<file path="config.mk">
export PLATFORM = sky130hd
export DESIGN_NAME = display_scan_controller_flat
export DESIGN_NICKNAME = d
export VERILOG_FILES = /design/src/rtl/display_scan_controller_pkg.sv /design/src/rtl/display_scan_controller_if.sv /design/src/rtl/display_scan_controller_seq_binary_to_bcd.sv /design/src/rtl/display_scan_controller.sv /design/src/flat_wrapper.sv
export SDC_FILE = /design/constraint.sdc
export NUM_CORES = 1
export LEC_CHECK = 0
export BUFFER_PORTS_ARGS = -buffer_cell sky130_fd_sc_hd__buf_2
export CORE_AREA = 2 2 129 131
export DETAILED_ROUTE_END_ITERATION = 8
export DIE_AREA = 0 0 131 133
export SKIP_LAST_GASP = 1
export SLEW_MARGIN = 20
export SYNTH_ARGS = -nofsm -noshare
export SYNTH_HDL_FRONTEND = slang
export SYNTH_SLANG_ARGS = --single-unit
</file>
<file path="constraint.sdc">
create_clock -name clk -period 3.65 [get_ports clk]
set_clock_uncertainty 0.2 [all_clocks]
set_input_delay 0.5475 -clock clk [delete_from_list [all_inputs] [get_ports clk]]
set_output_delay 0.5475 -clock clk [all_outputs]
set_load 0.02 [all_outputs]
</file>
<file path="src/rtl/display_scan_controller_pkg.sv">
// Shared constants, FSM state type and helpers for the seven-segment scan controller.
// Pure declarations: no logic, no latency, no flow control.
package display_pkg;

  localparam logic [6:0] SEG_0     = 7'h3F;
  localparam logic [6:0] SEG_1     = 7'h06;
  localparam logic [6:0] SEG_2     = 7'h5B;
  localparam logic [6:0] SEG_3     = 7'h4F;
  localparam logic [6:0] SEG_4     = 7'h66;
  localparam logic [6:0] SEG_5     = 7'h6D;
  localparam logic [6:0] SEG_6     = 7'h7D;
  localparam logic [6:0] SEG_7     = 7'h07;
  localparam logic [6:0] SEG_8     = 7'h7F;
  localparam logic [6:0] SEG_9     = 7'h6F;
  localparam logic [6:0] SEG_DASH  = 7'h40;
  localparam logic [6:0] SEG_BLANK = 7'h00;

  typedef enum logic [1:0] {IDLE, SHIFT, DONE} conv_state_e;

  // floor(width*log10(2))+1; 2^width is never a power of ten, so this counts digits of 2^width-1
  function automatic int bcd_digits(input int width);
    return (width * 30103) / 100000 + 1;
  endfunction

  function automatic logic [6:0] seg_decode(input logic [3:0] d);
    logic [6:0] s;
    case (d)
      4'd0:    s = SEG_0;
      4'd1:    s = SEG_1;
      4'd2:    s = SEG_2;
      4'd3:    s = SEG_3;
      4'd4:    s = SEG_4;
      4'd5:    s = SEG_5;
      4'd6:    s = SEG_6;
      4'd7:    s = SEG_7;
      4'd8:    s = SEG_8;
      4'd9:    s = SEG_9;
      default: s = SEG_BLANK;
    endcase
    return s;
  endfunction

endpackage

</file>
<file path="src/rtl/display_scan_controller_if.sv">
// Load handshake plus display pins between the datapath (master) and the scan controller (slave).
// Pure wiring: no latency; load is only honoured while busy is low.
interface display_scan_controller_if #(
  parameter int DATA_W     = 32,
  parameter int NUM_DIGITS = 4
);
  logic                  load;
  logic [DATA_W-1:0]     value;
  logic                  busy;
  logic                  done;
  logic                  overflow;
  logic [6:0]            seg;
  logic [NUM_DIGITS-1:0] an;

  modport master (output load, value, input busy, done, overflow, seg, an);
  modport slave  (input load, value, output busy, done, overflow, seg, an);
endinterface

</file>
<file path="src/rtl/display_scan_controller_seq_binary_to_bcd.sv">
// Iterative double-dabble converter, one shift per clock; done pulses DATA_W+1 cycles after an accepted load.
// load is dropped, not queued, whenever the FSM is not IDLE (busy high).
module seq_binary_to_bcd
  import display_pkg::*;
#(
  parameter int DATA_W     = 32,
  parameter int BCD_DIGITS = bcd_digits(DATA_W)
) (
  input  logic                    clk,
  input  logic                    rst,
  input  logic                    load_i,
  input  logic [DATA_W-1:0]       value_i,
  output logic                    busy_o,
  output logic                    done_o,
  output logic [4*BCD_DIGITS-1:0] bcd_o
);

  localparam int BW = 4 * BCD_DIGITS;
  localparam int CW = $clog2(DATA_W + 1);

  conv_state_e       state_q;
  logic [DATA_W-1:0] bin_q;
  logic [BW-1:0]     bcd_q;
  logic [BW-1:0]     bcd_adj;
  logic [CW-1:0]     cnt_q;
  logic              busy_q;
  logic              done_q;

  always_comb begin
    bcd_adj = bcd_q;
    for (int i = 0; i < BCD_DIGITS; i++) begin
      if (bcd_q[4*i +: 4] >= 4'd5) bcd_adj[4*i +: 4] = bcd_q[4*i +: 4] + 4'd3;
    end
  end

  always_ff @(posedge clk) begin
    if (rst) begin
      state_q <= IDLE;
      bin_q   <= '0;
      bcd_q   <= '0;
      cnt_q   <= '0;
      busy_q  <= 1'b0;
      done_q  <= 1'b0;
    end else begin
      case (state_q)
        IDLE: begin
          if (load_i) begin
            bin_q   <= value_i;
            bcd_q   <= '0;
            cnt_q   <= CW'(DATA_W);
            busy_q  <= 1'b1;
            state_q <= SHIFT;
          end
        end
        SHIFT: begin
          bcd_q <= {bcd_adj[BW-2:0], bin_q[DATA_W-1]};
          bin_q <= {bin_q[DATA_W-2:0], 1'b0};
          cnt_q <= cnt_q - CW'(1);
          if (cnt_q == CW'(1)) begin
            done_q  <= 1'b1;
            state_q <= DONE;
          end
        end
        DONE: begin
          done_q  <= 1'b0;
          busy_q  <= 1'b0;
          state_q <= IDLE;
        end
        default: state_q <= IDLE;
      endcase
    end
  end

  assign busy_o = busy_q;
  assign done_o = done_q;
  assign bcd_o  = bcd_q;

endmodule

</file>
<file path="src/rtl/display_scan_controller.sv">
// Multi-digit seven-segment scanner: converts loaded values to BCD, then multiplexes digits onto a shared bus.
// New digits reach seg/an DATA_W+2 cycles after load; loads while busy are dropped.
module display_scan_controller
  import display_pkg::*;
#(
  parameter int DATA_W         = 32,
  parameter int NUM_DIGITS     = 4,
  parameter int REFRESH_DIV    = 50000,
  parameter int BLANK_LEADING  = 1,
  parameter int SEG_ACTIVE_LOW = 0
) (
  input logic                       clk,
  input logic                       rst,
  display_scan_controller_if.slave  bus
);

  localparam int BCD_DIGITS = bcd_digits(DATA_W);
  localparam int EXT_DIGITS = (BCD_DIGITS > NUM_DIGITS) ? BCD_DIGITS : NUM_DIGITS;
  localparam int EXT_W      = 4 * EXT_DIGITS;
  localparam int DW         = 4 * NUM_DIGITS;
  localparam int RW         = (REFRESH_DIV > 1) ? $clog2(REFRESH_DIV) : 1;
  localparam int IW         = (NUM_DIGITS > 1) ? $clog2(NUM_DIGITS) : 1;

  logic                    conv_busy;
  logic                    conv_done;
  logic [4*BCD_DIGITS-1:0] conv_bcd;
  logic [EXT_W-1:0]        bcd_ext;
  logic                    conv_ovf;

  logic [DW-1:0]           disp_q, disp_d;
  logic                    ovf_q, ovf_d;
  logic [RW-1:0]           ref_q, ref_d;
  logic [IW-1:0]           idx_q, idx_d;
  logic [6:0]              seg_q, seg_d;
  logic [NUM_DIGITS-1:0]   an_q, an_d;
  logic                    wrap;
  logic                    upper_zero;
  logic [3:0]              cur_nib;

  seq_binary_to_bcd #(
    .DATA_W     (DATA_W),
    .BCD_DIGITS (BCD_DIGITS)
  ) u_conv (
    .clk     (clk),
    .rst     (rst),
    .load_i  (bus.load),
    .value_i (bus.value),
    .busy_o  (conv_busy),
    .done_o  (conv_done),
    .bcd_o   (conv_bcd)
  );

  assign bcd_ext = EXT_W'(conv_bcd);

  // Anything in the nibbles above the visible digits means the value does not fit
  if (EXT_DIGITS > NUM_DIGITS) begin : g_ovf
    assign conv_ovf = |bcd_ext[EXT_W-1:DW];
  end else begin : g_no_ovf
    assign conv_ovf = 1'b0;
  end

  assign disp_d = conv_done ? bcd_ext[DW-1:0] : disp_q;
  assign ovf_d  = conv_done ? conv_ovf : ovf_q;

  assign wrap  = (ref_q == RW'(REFRESH_DIV - 1));
  assign ref_d = wrap ? '0 : ref_q + RW'(1);
  assign idx_d = !wrap                       ? idx_q :
                 (idx_q == IW'(NUM_DIGITS - 1)) ? '0 : idx_q + IW'(1);

  // Decode from next-state values so a commit or index step lands on the pins at the same edge
  always_comb begin
    upper_zero = 1'b1;
    cur_nib    = 4'd0;
    an_d       = '0;
    for (int i = 0; i < NUM_DIGITS; i++) begin
      if (IW'(i) == idx_d) begin
        cur_nib = disp_d[4*i +: 4];
        an_d[i] = 1'b1;
      end
      if (IW'(i) >= idx_d && disp_d[4*i +: 4] != 4'd0) upper_zero = 1'b0;
    end
    if (ovf_d)
      seg_d = SEG_DASH;
    else if (BLANK_LEADING != 0 && idx_d != '0 && upper_zero)
      seg_d = SEG_BLANK;
    else
      seg_d = seg_decode(cur_nib);
  end

  always_ff @(posedge clk) begin
    if (rst) begin
      disp_q <= '0;
      ovf_q  <= 1'b0;
      ref_q  <= '0;
      idx_q  <= '0;
      seg_q  <= SEG_BLANK;
      an_q   <= '0;
    end else begin
      disp_q <= disp_d;
      ovf_q  <= ovf_d;
      ref_q  <= ref_d;
      idx_q  <= idx_d;
      seg_q  <= seg_d;
      an_q   <= an_d;
    end
  end

  assign bus.busy     = conv_busy;
  assign bus.done     = conv_done;
  assign bus.overflow = ovf_q;
  assign bus.seg      = (SEG_ACTIVE_LOW != 0) ? ~seg_q : seg_q;
  assign bus.an       = (SEG_ACTIVE_LOW != 0) ? ~an_q : an_q;

endmodule

</file>
<file path="src/flat_wrapper.sv">
// flat-port wrapper written by rule: the top's interface ports become plain ports
module display_scan_controller_flat import display_pkg::*;
#(
  parameter int DATA_W         = 32,
  parameter int NUM_DIGITS     = 4,
  parameter int REFRESH_DIV    = 50000,
  parameter int BLANK_LEADING  = 1,
  parameter int SEG_ACTIVE_LOW = 0
)
  (clk, rst, bus_load, bus_value, bus_busy, bus_done, bus_overflow, bus_seg, bus_an);
  display_scan_controller_if #(.DATA_W(DATA_W), .NUM_DIGITS(NUM_DIGITS)) bus_i ();
  input logic clk;
  input logic rst;
  input wire logic [$bits(bus_i.load)-1:0] bus_load;
  input wire logic [$bits(bus_i.value)-1:0] bus_value;
  output wire logic [$bits(bus_i.busy)-1:0] bus_busy;
  output wire logic [$bits(bus_i.done)-1:0] bus_done;
  output wire logic [$bits(bus_i.overflow)-1:0] bus_overflow;
  output wire logic [$bits(bus_i.seg)-1:0] bus_seg;
  output wire logic [$bits(bus_i.an)-1:0] bus_an;
  assign bus_i.load = bus_load;
  assign bus_i.value = bus_value;
  assign bus_busy = bus_i.busy;
  assign bus_done = bus_i.done;
  assign bus_overflow = bus_i.overflow;
  assign bus_seg = bus_i.seg;
  assign bus_an = bus_i.an;
  display_scan_controller #(.DATA_W(DATA_W), .NUM_DIGITS(NUM_DIGITS), .REFRESH_DIV(REFRESH_DIV), .BLANK_LEADING(BLANK_LEADING), .SEG_ACTIVE_LOW(SEG_ACTIVE_LOW)) u_core (.clk(clk), .rst(rst), .bus(bus_i));
endmodule
</file>
==> flow_summary_export.csv <==
group,metric,value,unit
power,p_leak,0.00284,µW
critical_path,cp_slowest_stage_delay,0.61,ns
layout,final_util,45.2,%
critical_path,path_common_cell,"and3_1",
clock_network,htree_levels,4,
critical_path,crit_cells,10,
timing,fin_crit_sh,94.0,%
power,ir_worst_vdd,0.000355,V
critical_path,path_cells,"ha_1, and3_1, and4_4, mux2i_4, buf_4, mux2i_1, mux4_2, xnor2_1, and3_1, or3_1",
logic_synthesis,syn-num-nets,826,
critical_path,critPathSlowestCell,"mux4_2",
timing,final_hold_viol_count,0,
critical_path,worst_r2r_endpoint,"u_core.bus.seg[6]",
critical_path,critPathRequiredTime,3.75,ns
layout,syn2layout_area_growth,15.4,%
detailed_routing,ant_nets,0,
place,dpl.cell_count,984,
layout,drive_gt1_share,13.4,%
logic_synthesis,syn-cell-area,0.00634,mm²
logic_synthesis,synth_edf_count,0,
floorplanning,initial_core_util,39.2,%
clock_network,cts_tree,"yes",
timing,rsz0062_at_grt,"false",
worst_hold_path,holdPathStages,3,
clock_network,cts_made_buffers,17,
logic_synthesis,synth_most_common_cell,"dfxtp_1",
layout,fin_area,0.00732,mm²
clock_network,post_cts_buffers,0,
floorplanning,die_y,133,µm
clock_network,cts_root_buf,"clkbuf_16",
floorplanning,dieArea,0.0174,mm²
floorplanning,die_x,131,µm
run,maxCapViolations,0,
layout,diodes,0,
logic_synthesis,synth_top_area_share,40.4,%
critical_path,cp_num_buf_inv,1,
timing,worst_pin_slew,0.860,ns
clock_network,clk_latency,0.42,ns
logic_synthesis,avgSynthCellArea,8.40,µm²
layout,final-instance-count-excl-fill,1016,
logic_synthesis,synth_flop_cell,"dfxtp_1",
layout,fin_nets,854,
timing,slew_violations,0,
worst_hold_path,min-delay-start,"bus_value[13]",
global_route,grt_use_total,16.8,%
global_route,antenna_found_initial,0,
place,place_hpwl,8690,µm
power,power,3350,µW
critical_path,crit_path_start_kind,"flop",
detailed_routing,wire_per_inst,13.3,µm
critical_path,r2r-start,"u_core.ref_q[0]",
global_route,grt_max_degree,75,
logic_synthesis,yosysSeqAreaShare,40.4,%
critical_path,crit_family,"simple AND/OR/NAND/NOR gates",
detailed_routing,drc,0,
logic_synthesis,synthTopCellsByCount,"dfxtp_1, nor2_1, nand2_1",
worst_hold_path,worst_hold_path.endpoint,"u_core.u_conv.bin_q[13]",
global_route,grt_pass1_vias,4886,
detailed_routing,firstDrtPassIters,4,
detailed_routing,top_layer,"met4",
detailed_routing,routed_wl,13600,µm
logic_synthesis,async_reset_ff_share,0,%
detailed_routing,met3_length,518,µm
place,post_dp_cell_area,0.00677,mm²
logic_synthesis,synth.ff_latch_count,128,
worst_hold_path,min_path_type,"in -> reg",
global_route,grt_pass1_wl,23400,µm
global_route,grt_overflow,0,
timing,tns,0,ns
logic_synthesis,yosys.cell_types.count,49,
outcome,outcome,"finished, final reports clean",
floorplanning,rows,47,
clock_network,cts-resized-gates,0,
timing,setup_viol,0,
logic_synthesis,synth_area_leaders,"dfxtp_1, ha_1, nor2_1",
timing,period_minus_slack,3.43,ns
critical_path,cp.arrival,3.53,ns
detailed_routing,drt_iter0_markers,271,
detailed_routing,dr_total_vias,5155,
floorplanning,io_pins,49,
place,gp_congestion,0.754,
critical_path,reg2reg_depth,10,
detailed_routing,wl_met1,6900,µm
timing,fmax,291,MHz
power,powerDensity,457,mW/mm²
clock_network,clock-sinks,128,
floorplanning,fp.coreArea,0.0162,mm²
critical_path,worstSetupPathType,"reg -> reg",
critical_path,cp-end-kind,"flop",
detailed_routing,vias_per_cell,5.07,
critical_path,critPathMaxFanout,14,
logic_synthesis,yosys_warnings,0,
critical_path,r2r_slack,0.22,ns
timing,slew-limit-headroom,42.6,%
clock_network,clock_path_buffers,2,
clock_network,clk_pin_slew,0.06,ns
detailed_routing,route.met2.wl,5870,µm
place,port_buffers,48,
logic_synthesis,syn_inst,755,
clock_network,ctsHoldBuffers,0,
logic_synthesis,synth_top_area_cell,"dfxtp_1",
-- power by group --
group          internal, µW  switching, µW  leakage (µW)  total, µW
logic                   104            184       0.00154        288
clock network           929            637      0.000254       1570
registers              1460           35.0       0.00104       1490
-- sequential cells by signal (all words and copies together), names as in the netlist, 2 cells and up --
name	flops
u_core.u_conv.bcd_o	40
u_core.u_conv.bin_q	32
u_core.disp_q	16
u_core.ref_q	16
u_core.bus.seg	7
u_core.u_conv.cnt_q	6
u_core.bus.an	4
u_core.idx_q	2
u_core.u_conv.state_q	2
-- layout make-up --
type / instances / area, µm²
multi-input cells: 548 / 3480
repair buffers: 57 / 335
clock inverters: 14 / 118
fillers: 1600 / 8850
clock buffers: 18 / 429
inverters: 31 / 116
well taps: 220 / 275
flip-flops and latches: 128 / 2560
-- layer usage --
metal  track usage [%]  vias to the layer above
met5                 0                        -
met4              7.33                        0
met3              4.33                       19
met2              25.4                       72
met1              22.6                     2378
li1                  -                     2686
-- through the flow --
| step | setup WS, ns | hold slack [ns] |
|---|---|---|
| 3_5_place_dp | 0.223 | 0.234 |
| 5_1_grt | 0.0207 | 0.179 |
| 3_3_place_gp | 0.276 | 0.226 |
| 6_report | 0.219 | 0.184 |
| 4_1_cts | 0.210 | 0.163 |
| 2_1_floorplan | 0.0352 | 0.213 |
-- logic make-up after synthesis --
logic type	Yosys count	share of synthesized area [%]
multiplexers	36	6.75
AO/OA/AOI/OAI	151	15.6
flip-flops	128	40.4
adder cells (fa/ha/maj)	36	7.10
XOR/XNOR	33	4.56
AND/OR/NAND/NOR	292	20.6
buffers and inverters	79	5.01
-- layout by cell type, fill, tap and decap left out, types with 3 or more instances in the layout --
master / Yosys / final
a211oi_1: 6 / 6
a21oi_1: 44 / 44
a22oi_1: 23 / 23
a311oi_1: 32 / 32
a31oi_1: 3 / 3
and3_1: 9 / 9
buf_2: 1 / 47
buf_4: 1 / 8
clkbuf_16: 0 / 17
clkinv_2: 0 / 5
clkinvlp_4: 0 / 6
dfxtp_1: 128 / 128
ha_1: 36 / 36
inv_1: 31 / 31
mux2i_1: 27 / 27
mux4_2: 4 / 4
nand2_1: 85 / 85
nand2b_1: 12 / 11
nand3_1: 19 / 19
nor2_1: 118 / 116
nor3_1: 27 / 27
nor4_1: 5 / 5
o21ai_0: 33 / 33
or3_1: 3 / 3
or4_1: 3 / 3
xnor2_1: 16 / 16
xor2_1: 17 / 17
-- worst min-delay path, stage by stage --
cell and delay (ns):
buf_2 0.09, nand2_1 0.04, a311oi_1 0.07
-- worst max-delay path by stage --
stage	to	slack [ns]	start
after floorplan	u_core.bus.seg[5]	0.04	u_core.ref_q[0]
after global placement	u_core.bus.seg[6]	0.28	u_core.ref_q[0]
after detailed placement	u_core.bus.seg[6]	0.22	u_core.ref_q[0]
after CTS	u_core.bus.seg[6]	0.21	u_core.ref_q[0]
after global routing	u_core.bus.seg[6]	0.02	u_core.ref_q[0]
final	u_core.bus.seg[6]	0.22	u_core.ref_q[0]
(Power assumes the default switching activity.)
